--- config.mk ---
export PLATFORM = sky130hd
export DESIGN_NAME = instr_fetch_flat
export DESIGN_NICKNAME = d
export VERILOG_FILES = /design/src/rtl/instr_fetch_if.sv /design/src/rtl/instr_fetch.sv /design/src/flat_wrapper.sv
export SDC_FILE = /design/constraint.sdc
export NUM_CORES = 1
export LEC_CHECK = 0
export BUFFER_PORTS_ARGS = -buffer_cell sky130_fd_sc_hd__buf_2
export CELL_PAD_IN_SITES_DETAIL_PLACEMENT = 0
export CELL_PAD_IN_SITES_GLOBAL_PLACEMENT = 1
export CORE_MARGIN = 5
export CORE_UTILIZATION = 46
export DETAILED_ROUTE_END_ITERATION = 16
export PLACE_DENSITY = 0.78
export SLEW_MARGIN = 20
export SYNTH_ARGS = -nofsm -noshare
export SYNTH_HDL_FRONTEND = slang
export SYNTH_SLANG_ARGS = --single-unit
--- constraint.sdc ---
create_clock -name clk -period 6.15 [get_ports clk]
set_clock_uncertainty 0.15 [all_clocks]
set_input_delay 0 -clock clk [delete_from_list [all_inputs] [get_ports clk]]
set_output_delay 0 -clock clk [all_outputs]
set_load 0.02 [all_outputs]
--- src/rtl/instr_fetch_if.sv ---
`default_nettype none
// ============================================================================
// Module      : instr_fetch_if
// Description : Bundles the fetch-stage buses: instruction-memory request and
//               response, redirect input and the decode-side valid/ready.
// Revision    : 1.0 - initial release
// ============================================================================
interface instr_fetch_if #(
    parameter int DATA_WIDTH = 32,
    parameter int ADDR_WIDTH = 32
);
    logic                  imem_req_valid;
    logic                  imem_req_ready;
    logic [ADDR_WIDTH-1:0] imem_req_addr;
    logic                  imem_rsp_valid;
    logic [DATA_WIDTH-1:0] imem_rsp_data;
    logic                  redirect_valid;
    logic [ADDR_WIDTH-1:0] redirect_pc;
    logic                  instr_valid;
    logic                  instr_ready;
    logic [DATA_WIDTH-1:0] instruction;
    logic [ADDR_WIDTH-1:0] instr_pc;

    modport master (
        output imem_req_valid, imem_req_addr, instr_valid, instruction, instr_pc,
        input  imem_req_ready, imem_rsp_valid, imem_rsp_data,
               redirect_valid, redirect_pc, instr_ready
    );

    modport slave (
        input  imem_req_valid, imem_req_addr, instr_valid, instruction, instr_pc,
        output imem_req_ready, imem_rsp_valid, imem_rsp_data,
               redirect_valid, redirect_pc, instr_ready
    );
endinterface
`default_nettype wire

--- src/rtl/instr_fetch.sv ---
`default_nettype none
// ============================================================================
// Module      : instr_fetch
// Description : Fetch stage: owns the PC, issues in-order memory reads, buffers
//               returned words and flushes stale responses on redirect.
// Revision    : 1.0 - initial release
// ============================================================================
module instr_fetch #(
    parameter int                    DATA_WIDTH = 32,
    parameter int                    ADDR_WIDTH = 32,
    parameter logic [ADDR_WIDTH-1:0] RESET_PC   = '0,
    parameter int                    BUF_DEPTH  = 2
) (
    input wire            clk,
    input wire            rst,
    instr_fetch_if.master bus
);
    localparam int c_CW  = $clog2(BUF_DEPTH + 1);
    localparam int c_CW1 = c_CW + 1;
    localparam int c_PW  = (BUF_DEPTH > 1) ? $clog2(BUF_DEPTH) : 1;

    localparam logic [c_CW:0]   c_DEPTH = c_CW1'(BUF_DEPTH);
    localparam logic [c_PW-1:0] c_LAST  = c_PW'(BUF_DEPTH - 1);

    localparam logic [1:0] c_ST_IDLE  = 2'd0;
    localparam logic [1:0] c_ST_RUN   = 2'd1;
    localparam logic [1:0] c_ST_FLUSH = 2'd2;

    function automatic logic [c_PW-1:0] f_ptr_inc(input logic [c_PW-1:0] ptr);
        return (ptr == c_LAST) ? '0 : ptr + 1'b1;
    endfunction

    logic [1:0]            r_state;
    logic [ADDR_WIDTH-1:0] r_pc;
    logic [ADDR_WIDTH-1:0] r_stale_addr;
    logic                  r_req_pending;
    logic                  r_req_stale;
    logic [c_CW-1:0]       r_out;
    logic [c_CW-1:0]       r_drop;
    logic [c_CW-1:0]       r_fifo_cnt;
    logic [c_PW-1:0]       r_fifo_wr;
    logic [c_PW-1:0]       r_fifo_rd;
    logic [c_PW-1:0]       r_tag_wr;
    logic [c_PW-1:0]       r_tag_rd;
    logic [DATA_WIDTH-1:0] r_fifo_data [BUF_DEPTH];
    logic [ADDR_WIDTH-1:0] r_fifo_pc   [BUF_DEPTH];
    logic [ADDR_WIDTH-1:0] r_tag_addr  [BUF_DEPTH];

    logic                  w_pop;
    logic [c_CW:0]         w_load;
    logic                  w_credit_ok;
    logic                  w_req_valid;
    logic [ADDR_WIDTH-1:0] w_req_addr;
    logic                  w_accept;
    logic                  w_drop_rsp;
    logic                  w_push;
    logic                  w_stale_next;
    logic [c_CW-1:0]       w_out_next;
    logic [c_CW-1:0]       w_drop_next;
    logic [1:0]            w_state_next;
    logic                  w_unused;

    always_comb begin
        w_pop       = (r_fifo_cnt != '0) & bus.instr_ready;
        // A slot freed by this cycle's pop may be reused at once, sustaining one word per cycle.
        w_load      = {1'b0, r_out} + {1'b0, r_fifo_cnt} - c_CW1'(w_pop);
        w_credit_ok = (w_load < c_DEPTH);
        w_req_valid = r_req_pending | ((r_state == c_ST_RUN) & w_credit_ok);
        w_req_addr  = r_req_stale ? r_stale_addr : r_pc;
        w_accept    = w_req_valid & bus.imem_req_ready;
        w_drop_rsp  = bus.imem_rsp_valid & (r_drop != '0);
        w_push      = bus.imem_rsp_valid & ~w_drop_rsp & ~bus.redirect_valid;
        w_out_next  = r_out + c_CW'(w_accept) - c_CW'(bus.imem_rsp_valid);
        // A request still waiting at redirect keeps its old address; its response is dropped later.
        w_stale_next = (r_req_stale | bus.redirect_valid) & w_req_valid & ~w_accept;

        if (bus.redirect_valid) begin
            w_drop_next = w_out_next;
        end else begin
            w_drop_next = r_drop - c_CW'(w_drop_rsp) + c_CW'(w_accept & r_req_stale);
        end

        w_state_next = r_state;
        if (bus.redirect_valid) begin
            w_state_next = ((w_drop_next != '0) | w_stale_next) ? c_ST_FLUSH : c_ST_RUN;
        end else begin
            case (r_state)
                c_ST_IDLE:  w_state_next = c_ST_RUN;
                c_ST_RUN:   w_state_next = c_ST_RUN;
                c_ST_FLUSH: w_state_next = ((w_drop_next == '0) & ~w_stale_next) ? c_ST_RUN : c_ST_FLUSH;
                default:    w_state_next = c_ST_IDLE;
            endcase
        end
    end

    assign w_unused = ^bus.redirect_pc[1:0];

    assign bus.imem_req_valid = w_req_valid;
    assign bus.imem_req_addr  = w_req_addr;
    assign bus.instr_valid    = (r_fifo_cnt != '0);
    assign bus.instruction    = (r_fifo_cnt != '0) ? r_fifo_data[r_fifo_rd] : '0;
    assign bus.instr_pc       = (r_fifo_cnt != '0) ? r_fifo_pc[r_fifo_rd]   : '0;

    always_ff @(posedge clk) begin
        if (rst) begin
            r_state       <= c_ST_IDLE;
            r_pc          <= RESET_PC;
            r_stale_addr  <= '0;
            r_req_pending <= 1'b0;
            r_req_stale   <= 1'b0;
            r_out         <= '0;
            r_drop        <= '0;
            r_fifo_cnt    <= '0;
            r_fifo_wr     <= '0;
            r_fifo_rd     <= '0;
            r_tag_wr      <= '0;
            r_tag_rd      <= '0;
        end else begin
            r_state       <= w_state_next;
            r_req_pending <= w_req_valid & ~w_accept;
            r_req_stale   <= w_stale_next;
            r_out         <= w_out_next;
            r_drop        <= w_drop_next;

            if (bus.redirect_valid & ~r_req_stale) begin
                r_stale_addr <= r_pc;
            end

            if (bus.redirect_valid) begin
                r_pc <= {bus.redirect_pc[ADDR_WIDTH-1:2], 2'b00};
            end else if (w_accept & ~r_req_stale) begin
                r_pc <= r_pc + ADDR_WIDTH'(4);
            end

            if (w_accept) begin
                r_tag_wr <= f_ptr_inc(r_tag_wr);
            end
            if (bus.imem_rsp_valid) begin
                r_tag_rd <= f_ptr_inc(r_tag_rd);
            end

            if (bus.redirect_valid) begin
                r_fifo_cnt <= '0;
                r_fifo_wr  <= '0;
                r_fifo_rd  <= '0;
            end else begin
                r_fifo_cnt <= r_fifo_cnt + c_CW'(w_push) - c_CW'(w_pop);
                if (w_push) begin
                    r_fifo_wr <= f_ptr_inc(r_fifo_wr);
                end
                if (w_pop) begin
                    r_fifo_rd <= f_ptr_inc(r_fifo_rd);
                end
            end
        end
    end

    // Storage needs no reset: occupancy is tracked by the counters and pointers.
    always_ff @(posedge clk) begin
        if (w_accept) begin
            r_tag_addr[r_tag_wr] <= w_req_addr;
        end
        if (w_push) begin
            r_fifo_data[r_fifo_wr] <= bus.imem_rsp_data;
            r_fifo_pc[r_fifo_wr]   <= r_tag_addr[r_tag_rd];
        end
    end
endmodule
`default_nettype wire

--- src/flat_wrapper.sv ---
// flat-port wrapper written by rule: the top's interface ports become plain ports
module instr_fetch_flat 
#(
    parameter int                    DATA_WIDTH = 32,
    parameter int                    ADDR_WIDTH = 32,
    parameter logic [ADDR_WIDTH-1:0] RESET_PC   = '0,
    parameter int                    BUF_DEPTH  = 2
)
  (clk, rst, bus_imem_req_valid, bus_imem_req_addr, bus_instr_valid, bus_instruction, bus_instr_pc, bus_imem_req_ready, bus_imem_rsp_valid, bus_imem_rsp_data, bus_redirect_valid, bus_redirect_pc, bus_instr_ready);
  instr_fetch_if #(.DATA_WIDTH(DATA_WIDTH), .ADDR_WIDTH(ADDR_WIDTH)) bus_i ();
  input wire clk;
  input wire rst;
  output wire logic [$bits(bus_i.imem_req_valid)-1:0] bus_imem_req_valid;
  output wire logic [$bits(bus_i.imem_req_addr)-1:0] bus_imem_req_addr;
  output wire logic [$bits(bus_i.instr_valid)-1:0] bus_instr_valid;
  output wire logic [$bits(bus_i.instruction)-1:0] bus_instruction;
  output wire logic [$bits(bus_i.instr_pc)-1:0] bus_instr_pc;
  input wire logic [$bits(bus_i.imem_req_ready)-1:0] bus_imem_req_ready;
  input wire logic [$bits(bus_i.imem_rsp_valid)-1:0] bus_imem_rsp_valid;
  input wire logic [$bits(bus_i.imem_rsp_data)-1:0] bus_imem_rsp_data;
  input wire logic [$bits(bus_i.redirect_valid)-1:0] bus_redirect_valid;
  input wire logic [$bits(bus_i.redirect_pc)-1:0] bus_redirect_pc;
  input wire logic [$bits(bus_i.instr_ready)-1:0] bus_instr_ready;
  assign bus_imem_req_valid = bus_i.imem_req_valid;
  assign bus_imem_req_addr = bus_i.imem_req_addr;
  assign bus_instr_valid = bus_i.instr_valid;
  assign bus_instruction = bus_i.instruction;
  assign bus_instr_pc = bus_i.instr_pc;
  assign bus_i.imem_req_ready = bus_imem_req_ready;
  assign bus_i.imem_rsp_valid = bus_imem_rsp_valid;
  assign bus_i.imem_rsp_data = bus_imem_rsp_data;
  assign bus_i.redirect_valid = bus_redirect_valid;
  assign bus_i.redirect_pc = bus_redirect_pc;
  assign bus_i.instr_ready = bus_instr_ready;
  instr_fetch #(.DATA_WIDTH(DATA_WIDTH), .ADDR_WIDTH(ADDR_WIDTH), .RESET_PC(RESET_PC), .BUF_DEPTH(BUF_DEPTH)) u_core (.clk(clk), .rst(rst), .bus(bus_i));
endmodule
* Word-level counts from Yosys, hierarchy flattened
Memories as Yosys holds them, arrays and structs flattened. A register that Yosys moved wholly into a read port is not among the register bits. Cells that the tools add are included.
Storage, ports and cells: flip-flop bits (word level) 78, RAM bits 192, bits of input ports 70, output and inout port bits 98, word-level logic and storage cells 85, memories 3
Memory list:
- u_core.r_fifo_data | depth 2, width 32, rd ports 1, clocked after Yosys merged registers in 1, write ports 1, line instr_fetch.sv:45 | logic [DATA_WIDTH-1:0] r_fifo_data [BUF_DEPTH];
- u_core.r_fifo_pc | depth 2, width 32, rd ports 1, clocked after Yosys merged registers in 1, write ports 1, line instr_fetch.sv:46 | logic [ADDR_WIDTH-1:0] r_fifo_pc [BUF_DEPTH];
- u_core.r_tag_addr | depth 2, width 32, rd ports 1, clocked after Yosys merged registers in 1, write ports 1, line instr_fetch.sv:47 | logic [ADDR_WIDTH-1:0] r_tag_addr [BUF_DEPTH];
Operators by class: add/subtract/negate cells 13, magnitude comparators 1, eq/ne operators 2, muxes and demuxes 24, bitwise logic cells 21, reductions and logical operators 8
Operators with widths (number):
- 32-bit 2-to-1 mux | 5
- 32-bit by 3-bit adder with 32-bit output, second input constant | 1
- 1-bit 2-to-1 mux | 14
- 1-bit AND | 13
- 2-bit 2-to-1 mux | 4
- 2-bit nonzero test | 4
- 2-bit by 1-bit subtractor with 2-bit output | 3
- 1-bit inverter | 5
- 1-bit adder, second input constant | 4
- 2-bit by 1-bit adder with 2-bit output | 2
- 2-bit zero test | 2
- 2-bit case mux with 2 select lines | 1
- 2-bit OR reduction | 2
- 2-bit by 2-bit adder with 3-bit output | 1
- 3-bit by 2-bit < comparator with 1-bit output, second input constant | 1
- 1-bit OR | 3
- 3-bit by 1-bit subtractor with 3-bit output | 1
- 2-bit adder | 1
- 2-bit by 1-bit equality test with 1-bit output, second input constant | 1
- 2-bit equality test, second input constant | 1

* Logic depth before layout (Yosys ltp)
depth in word-level cells 15, mapped depth 15, gate-level depth less buffers 15

* Least setup slack after synthesis
Ideal clock, no wire load.
path type register -> register, from register u_core.r_drop[0], to memory u_core.r_fifo_data[0][0] (enable), setup time 0.490 ns, arrival time 3.679 ns, setup slack 1.831 ns, stages on the path, launching flop included 3, buffers on the path 0, period minus slack after synthesis 4.319 ns, cells stage by stage dfxtp_1 nor4b_1 nor2b_1
Between the ends: longest elaborated chain between the ends 7
Ends and longest elaborated chain:
- from (decl) | line instr_fetch.sv:39 | logic [c_CW-1:0] r_drop;
- from (signal assigned) | line instr_fetch.sv:123 | r_drop <= w_drop_next;
- 2-bit nonzero test | line instr_fetch.sv:71 | w_drop_rsp = bus.imem_rsp_valid & (r_drop != '0);
- 1-bit AND | line instr_fetch.sv:71
- 1-bit inverter | line instr_fetch.sv:72 | w_push = bus.imem_rsp_valid & ~w_drop_rsp & ~bus.redirect_valid;
- 1-bit AND (2 in series) | line instr_fetch.sv:72
- named net u_core.w_push | line instr_fetch.sv:56 | logic w_push;
- 1-bit 2-to-1 mux | line instr_fetch.sv:163 | if (w_push) begin
- 1-bit 2-to-1 mux (not written as such) | line instr_fetch.sv:164 | r_fifo_data[r_fifo_wr] <= bus.imem_rsp_data;
- to (decl) | line instr_fetch.sv:45
The timed path passes the listed nets, and every way through them passes these cells.

* Worst setup path in the final report
from register u_core.r_fifo_cnt[1], to register u_core.r_state[1]
Between the ends: longest elaborated chain between the ends 15, elaborated cells on any way between the ends 25, classes of those cells add/sub: 5; order compare: 1; mux: 5; bitwise: 11; reduce/logical: 3
Ends and longest elaborated chain:
- from (decl) | line instr_fetch.sv:40 | logic [c_CW-1:0] r_fifo_cnt;
- from (signal assigned) | line instr_fetch.sv:147 | r_fifo_cnt <= r_fifo_cnt + c_CW'(w_push) - c_CW'(w_pop);
- parallel branches: the longest is 2 deep, another holds 2-bit by 2-bit adder with 3-bit output
- 3-bit by 1-bit subtractor with 3-bit output (*) | line instr_fetch.sv:66 | w_load = {1'b0, r_out} + {1'b0, r_fifo_cnt} - c_CW1'(w_pop);
- 3-bit by 2-bit < comparator with 1-bit output (*) | line instr_fetch.sv:67 | w_credit_ok = (w_load < c_DEPTH);
- 1-bit AND (*) | line instr_fetch.sv:68 | w_req_valid = r_req_pending | ((r_state == c_ST_RUN) & w_credit_ok);
- 1-bit OR (*) | line instr_fetch.sv:68
- 1-bit AND | line instr_fetch.sv:70 | w_accept = w_req_valid & bus.imem_req_ready;
- 2-bit by 1-bit adder with 2-bit output / 1-bit AND (equally long branches) | line instr_fetch.sv:73, instr_fetch.sv:80
- 2-bit by 1-bit subtractor with 2-bit output / 2-bit adder (equally long branches) | line instr_fetch.sv:73, instr_fetch.sv:80
- 2-bit 2-to-1 mux | line instr_fetch.sv:77 | if (bus.redirect_valid) begin
- 2-bit zero test | line instr_fetch.sv:90 | c_ST_FLUSH: w_state_next = ((w_drop_next == '0) & ~w_stale_next) ? c_ST_RUN : c_ST_FLUSH;
- 1-bit AND | line instr_fetch.sv:90
- 2-bit 2-to-1 mux | line instr_fetch.sv:90
- 2-bit case mux with 2 select lines | line instr_fetch.sv:87 | case (r_state)
- 2-bit 2-to-1 mux (*) | line instr_fetch.sv:84 | if (bus.redirect_valid) begin
- to (signal assigned) | line instr_fetch.sv:106 | r_state <= c_ST_IDLE;
- to (signal assigned) | line instr_fetch.sv:119 | r_state <= w_state_next;
- to (decl) | line instr_fetch.sv:33 | logic [1:0] r_state;
Mark *: on every way between the ends. A chain may end at the register's enable or synchronous reset.

==> impl_metrics.toml <==
[global_route]
grt_pass1_vias = 6743
overflow = 0
grt_max_degree = 77
grt_pass1_wl_um = 36900
grt.total_usage_pct = 17.2
grt_antenna_before_repair = 0

[drt]
dr.pass1.iters = 5
vias = 6987
remaining_drc_errors = 0
drt-total-wl_um = 23400
drtIter0Drc = 424
routed_via_density = 5.06
postRouteAntennaNets = 0
wire_per_inst_um = 16.9

[yosys]
ys_seq_elements = 260
yosysTopAreaCellShare_pct = 51.6
synth_cell_types = 49
avgSynthCellArea_um2 = 13.0
synth_commonest_cells = "edfxtp_1 (184), nor2_1 (102), dfxtp_1 (76), nand2_1 (74), mux2i_1 (66)"
synth_area_leader_cell = "edfxtp_1"
mappedNetlistArea_mm2 = 0.0107
ys_async_sr_fraction_pct = 0
synth_most_common_cell = "edfxtp_1"
synthFlopType = "edfxtp_1"
synth_edf_count = 184
syn_inst = 823
synth_warnings = 0
synth_area_leaders = "edfxtp_1 (52%), dfxtp_1 (14%), mux2_2 (6.2%)"
seq_area_frac_synth_pct = 65.8

[setup_path]
crit_path_max_incr_delay_ps = 480
worst-setup-path-type = "reg2reg"
crit_arrival_ps = 4000
path_depth = 14
r2r_slack_ps = 2380
path_cells = "inv_1 > ha_1 > fa_1 > nor2b_1 > a31oi_1 > buf_4 > clkinv_1 > and3_1 > ha_1 > xnor2_1 > xnor2_1 > mux2i_1 > a21boi_0 > nor3_1"
reg2reg_to = "u_core.r_state[1]"
crit_buf_inv = 3
worst_path_max_delay_cell = "fa_1"
reg2reg_from = "u_core.r_fifo_cnt[1]"
rr_worst_depth = 14
cp_data_required_time_ps = 6380
cp-start-kind = "flip-flop"
worstSetupEndpointType = "flip-flop"
crit_fanout = 15
path_delay_family = "adder cells"

[pwr]
swShare_pct = 25.7
p_per_area_mw_per_mm2 = 340
leakagePower_nw = 4.90
comb_power_share_pct = 16.3
power.internal_mw = 3.39
clock_power_share_pct = 35.5
seqPwrFrac_pct = 48.2
p_sw_mw = 1.18
vdd_ir_drop_max_mv = 0.195

[clock_tree]
clock-sinks = 260
cts_buffers = 27
clock_latency_ps = 520
cts_resized = 0
clk_pin_slew_ps = 60
cts-root-buf = "clkbuf_16"
max-clock-path-buffers = 3
hold_buffers = 70
post_cts_buffers = 0
h-tree-depth = 1
cts_tree = "done"

[cells_and_area]
regArea_mm2 = 0.00705
num_antenna_cells = 0
drive_gt1_share_pct = 26.5
multi_input_area_mm2 = 0.00343
nFillCells = 1819
syn2layout_area_growth_pct = 25.5
final_nets = 1127

[hold_path]
min_from = "bus_imem_rsp_data[1]"
worstHoldPathCells = 2
min_to = "u_core.r_fifo_data[0][1]"
hp-class = "in2reg"

[floorplan]
rows = 55
die-area_mm2 = 0.0264
start_util_pct = 47.0
die_height_um = 163
die_w_um = 163
core_region_area_mm2 = 0.0228
ios = 168

[timing]
fmax_mhz = 265
setup_viol = 0
fin_crit_ps = 3770
drv_slew = 0
period_share_pct = 61.4
grt_setup_unrepaired = "no"
worst-slew-pin-transition_ps = 1130
hold_viol_final = 0
slew_headroom_pct = 24.8
hold_ws_ps = 58.1
setup_tns_ps = 0

[placed_design]
dp_hpwl_um = 14600
gp_congestion = 0.836
portBuffers = 161

[flow_run]
maxCapViolCount = 0

[outcome]
outcome = "completed"
-- per-stage QoR --
step | setup slack, ps | cell area [um^2] | util [%] | std cells | power, mW
finish | 2380 | 13400 | 59.0 | 1382 | 4.57
detailed placement | 2370 | 11800 | 52.0 | 1263 | 2.95
floorplan | 1830 | 10700 | - | 826 | 2.72
CTS | 2340 | 13400 | 59.0 | 1382 | 4.62
global placement | 2370 | 11800 | 51.9 | 1262 | 2.93
global route | 2090 | 13400 | 59.0 | 1382 | 4.78
-- power by group through the flow --
stage               registers (mW)  logic [mW]  clock network (mW)
floorplan                     2.22       0.491                   0
global placement              2.23       0.697                   0
detailed placement            2.24       0.714                   0
CTS                           2.20       0.755                1.66
global route                  2.22       0.823                1.73
finish                        2.20       0.743                1.62
-- cell type report --
cell class	count	share of cell area [%]
inverter	14	0.391
clock buffer	33	5.27
sequential	260	52.5
multi-input combinational	502	25.6
tap	313	2.92
timing repair buffer	244	12.0
clock inverter	16	1.33
-- metal layers --
layer | vias up | GRT usage (%) | wire length, um
li1 | 3435 | - | -
met1 | 3298 | 24.7 | 10900
met2 | 219 | 27.6 | 10600
met3 | 35 | 3.16 | 1430
met4 | 0 | 4.00 | 404
met5 | - | 0 | 0
-- flip-flops by register name, indices dropped and copies added (netlist names), named ones only --
signal	cells
u_core.r_fifo_data	64
u_core.r_fifo_rd	1
u_core.r_out	2
u_core.r_pc	30
u_core.r_fifo_pc	60
u_core.r_req_pending	1
u_core.r_fifo_cnt	2
u_core.r_stale_addr	30
u_core.r_state	2
u_core.r_tag_rd	1
u_core.r_fifo_wr	1
u_core.r_tag_addr	60
u_core.r_tag_wr	1
u_core.r_drop	2
u_core.r_req_stale	1
-- worst reg2reg max path, cell delays in order, from the launching register on --
cell and delay, ps:
dfxtp_1 410, inv_1 60, ha_1 310, fa_1 480, nor2b_1 160, a31oi_1 170
buf_4 230, clkinv_1 310, and3_1 300, ha_1 190, xnor2_1 180, xnor2_1 90
mux2i_1 210, a21boi_0 300, nor3_1 80
-- worst max-delay path by stage --
stage | startpoint | to
2_1_floorplan | u_core.r_drop[0] | u_core.r_fifo_data[0][0]
3_3_place_gp | u_core.r_fifo_cnt[1] | u_core.r_state[1]
3_5_place_dp | u_core.r_fifo_cnt[1] | u_core.r_state[1]
4_1_cts | u_core.r_fifo_cnt[1] | u_core.r_state[1]
5_1_grt | u_core.r_fifo_cnt[1] | u_core.r_state[1]
6_report | u_core.r_fifo_cnt[1] | u_core.r_state[1]
-- cells by family (layout without fill, tap and decap cells) --
| logic type | after synthesis | in the layout | synth area share, % |
|---|---|---|---|
| and+or+nand+nor | 252 | 252 | 10.9 |
| xor gates and xnor gates | 32 | 32 | 2.62 |
| adders and majority gates | 8 | 8 | 1.01 |
| other | 1 | 4 | 0.0350 |
| DFF | 260 | 260 | 65.8 |
| buffers and inverters | 64 | 307 | 2.38 |
| muxes | 125 | 125 | 12.4 |
| AOI/OAI and AO/OA | 81 | 81 | 4.80 |
-- cell usage in the layout (no fill, tap or decap), types with 4 or more instances in the layout --
| cell | count |
|---|---|
| nor2b_1 | 4 |
| a311oi_1 | 7 |
| a21oi_1 | 35 |
| xnor2_1 | 20 |
| nor4_1 | 8 |
| a211oi_1 | 21 |
| conb_1 | 4 |
| clkbuf_16 | 27 |
| edfxtp_1 | 184 |
| o21ai_0 | 7 |
| mux2i_1 | 66 |
| nand4_1 | 8 |
| buf_2 | 161 |
| dlygate4sd3_1 | 70 |
| xor2_1 | 12 |
| clkinv_2 | 4 |
| nor4b_1 | 4 |
| ha_1 | 7 |
| nor3_1 | 12 |
| mux2_2 | 59 |
| buf_4 | 12 |
| nand3_1 | 9 |
| and3_1 | 6 |
| clkbuf_1 | 5 |
| dfxtp_1 | 75 |
| inv_1 | 12 |
| or3_1 | 5 |
| bufinv_16 | 4 |
| nand2_1 | 74 |
| clkinv_1 | 7 |
| nor2_1 | 100 |
(Power assumes the default switching activity.)
